File: src/rtl/jeff_74x191.sv
`default_nettype none
// ============================================================================
// Module   : jeff_74x191
// Purpose  : Presettable binary up/down counter with max/min and ripple clock
// Revision : 1.0
// ============================================================================
module jeff_74x191 #(
    parameter int WIDTH = 4
) (
    input  logic             clk,
    input  logic             clr,
    input  logic             ld,
    input  logic             cten,
    input  logic             d_u,
    input  logic [WIDTH-1:0] din,
    output logic [WIDTH-1:0] q,
    output logic             max_min,
    output logic             rco
);

    localparam logic [WIDTH-1:0] c_one = {{(WIDTH-1){1'b0}}, 1'b1};

    logic [WIDTH-1:0] r_q;
    logic             w_max_min;

    // Load outranks counting; count direction only matters when enabled.
    always_ff @(posedge clk or negedge clr) begin
        if (!clr) begin
            r_q <= '0;
        end else if (!ld) begin
            r_q <= din;
        end else if (!cten) begin
            r_q <= d_u ? (r_q - c_one) : (r_q + c_one);
        end
    end

    // Terminal value depends on direction: zero when counting down, all-ones up.
    always_comb begin
        w_max_min = d_u ? (r_q == '0) : (&r_q);
    end

    assign q       = r_q;
    assign max_min = w_max_min;
    // Low only during clk-low of the cycle whose next rising edge wraps.
    assign rco     = ~(w_max_min & ~cten & ~clk);

endmodule
`default_nettype wire

File: config.mk
export PLATFORM = sky130hd
export DESIGN_NAME = jeff_74x191
export DESIGN_NICKNAME = d
export VERILOG_FILES = /design/src/rtl/jeff_74x191.sv
export SDC_FILE = /design/constraint.sdc
export NUM_CORES = 1
export LEC_CHECK = 0
export CAP_MARGIN = 20
export CORE_AREA = 10 10 47 49
export CTS_BUF_LIST = sky130_fd_sc_hd__clkbuf_16
export DETAILED_ROUTE_END_ITERATION = 8
export DIE_AREA = 0 0 57 59
export GPL_ROUTABILITY_DRIVEN = 1
export PLACE_DENSITY = 0.6
export SYNTH_ARGS = -nofsm -noshare
export SYNTH_HDL_FRONTEND = slang
export SYNTH_SLANG_ARGS = --single-unit
File: constraint.sdc
create_clock -name clk -period 1.71 [get_ports clk]
set_clock_uncertainty 0.15 [all_clocks]
set_input_delay 0.4275 -clock clk [delete_from_list [all_inputs] [get_ports clk]]
set_output_delay 0.4275 -clock clk [all_outputs]
set_load 0.02 [all_outputs]
; Word-level counts from Yosys, hierarchy flattened
; Cells that the tools add are included.
[op_classes]
addsub = 2
n_eq_ne = 1
mux = 4
bitwise_logic = 5
n_reduce_logical = 2
[ops]
columns = operator, n
row1 = $mux W4, 3
row2 = $add A4 B1 Y4 const B, 1
row3 = $logic_not A4 Y1, 1
row4 = $reduce_and A4 Y1, 1
row5 = $sub A4 B1 Y4 const B, 1
row6 = $not A1 Y1, 3
row7 = $and A1 B1 Y1, 2
row8 = $ne A2 B2 Y1 const B, 1
row9 = $mux W1, 1
[word_totals]
regBits = 4
inputBits = 9
output_inout_bits = 6
wordCells = 15

; Logic depth before layout (Yosys ltp)
[depth]
ltp_word = 5
depth_mapped = 5
depth_no_buf = 5

==> results.json <==
{
  "initial_utilization": 0.254,
  "multi_input_area_um2": 292,
  "min_path_type": "in2async",
  "antenna_found_initial": 0,
  "period_needed_ns": 2.25,
  "die_area_um2": 3360,
  "final_nets": 86,
  "gp_congestion": 0.796,
  "crit_arrival_ns": 1.67,
  "via_per_inst": 5.30,
  "fill_cells": 126,
  "drtAntennaViolNets": 0,
  "largest_reg_flops": 4,
  "cts.clk_slew.worst_paths_ns": 0.03,
  "syn_area_um2": 355,
  "fmax_ghz": 0.444,
  "violations": "negative setup slack",
  "pre_cts_ws_ns": -1.03,
  "synth_cell_types": 24,
  "power_frac_seq": 0.108,
  "pin_count": 15,
  "yosys_register_bits": 4,
  "die_w_um": 57,
  "tightest_slew_ns": 0.218,
  "r2r_setup_slack_ns": 0.02,
  "status": "finished, violations left",
  "switchingPower_uw": 278,
  "drv_cap": 0,
  "power_frac_clock": 0.616,
  "cts_tree": "built",
  "ff_latch_area_um2": 103,
  "final_layout_size_suffix_gt1_frac": 0.569,
  "fin_cells": 88,
  "grt_usage": 0.0988,
  "setup_viol": 4,
  "p_per_area_nw_per_um2": 1410,
  "syn_area_per_cell_um2": 8.67,
  "rsz0062_at_grt": "yes",
  "grt-ovfl-total": 0,
  "num_antenna_cells": 0,
  "drc": 0,
  "synth_cells": 41,
  "cp-start-kind": "flop",
  "first_pass_iters": 4,
  "slew_viol_final": 0,
  "r2r_start": "q[2]",
  "syn_nets": 53,
  "criticalPathCategory": "reg2out",
  "finalHoldViolations": 0,
  "p_leak_nw": 0.363,
  "dp_cells": 79,
  "timing.final.ws_setup_ns": -0.542,
  "vias": 466,
  "fin_crit_sh": 1.32,
  "coreArea_um2": 1400,
  "end_kind": "output pin",
  "r2r_end": "q[3]",
  "reg2reg_depth": 6,
  "wl_um": 1500,
  "row_count": 14,
  "syn_to_final_growth_pct": 131,
  "routedWlPerCell_um": 17.0,
  "combPwrFrac": 0.276,
  "drt_iter0_markers": 16,
  "die_y_um": 59,
  "grt_max_degree": 11,
  "grt_pass1_vias": 522,
  "peakVddDrop_v": 0.000898,
  "grt_pass1_wl_um": 2440,
  "yosysSeqAreaShare": 0.282,
  "clk_latency_ns": 0.33,
  "port_buffers": 14,
  "hpwl_um": 904,
  "power_mw": 1.16,
  "whs_ns": 0.162,
  "crit_fanout": 2,
  "p_int_uw": 883,
  "max_slew_margin": 0.854,
  "crit_required_ns": 1.13,
  "p_sw_frac": 0.239,
  "ys.warnings.count": 0
}
[repair_timing]
action / in CTS / in global routing
endpoints found under the setup margin: 12 / 9
hold buffers: 0 / 0
setup buffers: 4 / 1
pin swaps: 3 / 4
gates resized for setup: 36 / 11
[layer usage]
layer | GRT usage | part of all wire | vias to the layer above
met1 | 0.0920 | 0.39 | 224
li1 | - | - | 211
met4 | 0.0705 | 0.028 | 0
met2 | 0.153 | 0.49 | 25
met3 | 0.0665 | 0.093 | 6
met5 | 0 | 0 | -
[cell usage in the layout, fill, tap and decap left out, types with 3 or more instances in the layout]
cell / n
clkdlybuf4s50_1: 6
buf_6: 8
buf_4: 8
clkbuf_16: 6
a21oi_2: 3
[power by group through the flow]
stage	logic (mW)	clock network (mW)	registers, mW
finish	0.320	0.715	0.125
global route	0.349	0.739	0.126
CTS	0.298	0.727	0.123
detailed placement	0.250	0.00569	0.122
global placement	0.247	0.00569	0.121
floorplan	0.0931	0.00346	0.152
[area by class of cell]
type | count | area share
Multi-Input combinational cell | 31 | 0.355
Timing Repair Buffer | 26 | 0.282
Clock buffer | 7 | 0.196
Sequential cell | 4 | 0.125
Tap cell | 16 | 0.0244
Inverter | 4 | 0.0183
[worst max path at each step]
| stage | start | slack, ns | depth (start not counted) | endpoint |
|---|---|---|---|---|
| 2_1_floorplan | q[0] | -0.25 | 3 | rco |
| 3_3_place_gp | d_u | -1.01 | 4 | rco |
| 3_5_place_dp | d_u | -1.03 | 4 | rco |
| 4_1_cts | q[0] | -0.55 | 4 | rco |
| 5_1_grt | q[0] | -0.59 | 4 | rco |
| 6_report | q[0] | -0.54 | 4 | rco |
[metrics by stage]
| stage | area, um^2 | setup TNS (ns) | utilization |
|---|---|---|---|
| after global routing | 822 | -1.03 | 0.587 |
| after global placement | 586 | -3.31 | 0.418 |
| after CTS | 808 | -0.880 | 0.577 |
| after detailed placement | 586 | -3.43 | 0.418 |
| after floorplan | 358 | -0.322 | - |
| final | 822 | -0.873 | 0.587 |
[cells in the mapped netlist]
cell	instances	area, um^2
nand2_1	2	7.51
nand4bb_1	1	11.3
inv_1	3	11.3
or3_1	1	6.26
clkbuf_1	2	7.51
nand4_1	1	6.26
dfrtp_1	4	100
a21oi_1	4	20.0
fa_1	1	20.0
or4_4	1	11.3
a221oi_1	1	8.76
or4b_1	1	10.0
inv_2	1	3.75
a21o_2	1	8.76
xnor2_1	2	17.5
nand3b_1	1	7.51
nand3_1	3	15.0
mux2_2	1	11.3
ha_1	2	25.0
nor2_1	4	15.0
o21ai_0	1	5.00
mux2i_1	1	10.0
a211o_1	1	8.76
a22oi_1	1	7.51
[critical path, cell delays in order, from the launching register on]
cell and delay (ns):
dfrtp_2 0.36, inv_2 0.04, or4_4 0.53, a211o_1 0.28
buf_6 0.13
[logic make-up after synthesis]
logic type,synth area share
XOR/XNOR,0.0493
adder cells (fa/ha/maj),0.127
AND/OR/NAND/NOR,0.254
AO/OA/AOI/OAI,0.166
multiplexers,0.0599
flip-flops,0.282
buffers and inverters,0.0634
No activity file was read; power rests on OpenSTA's default activity.
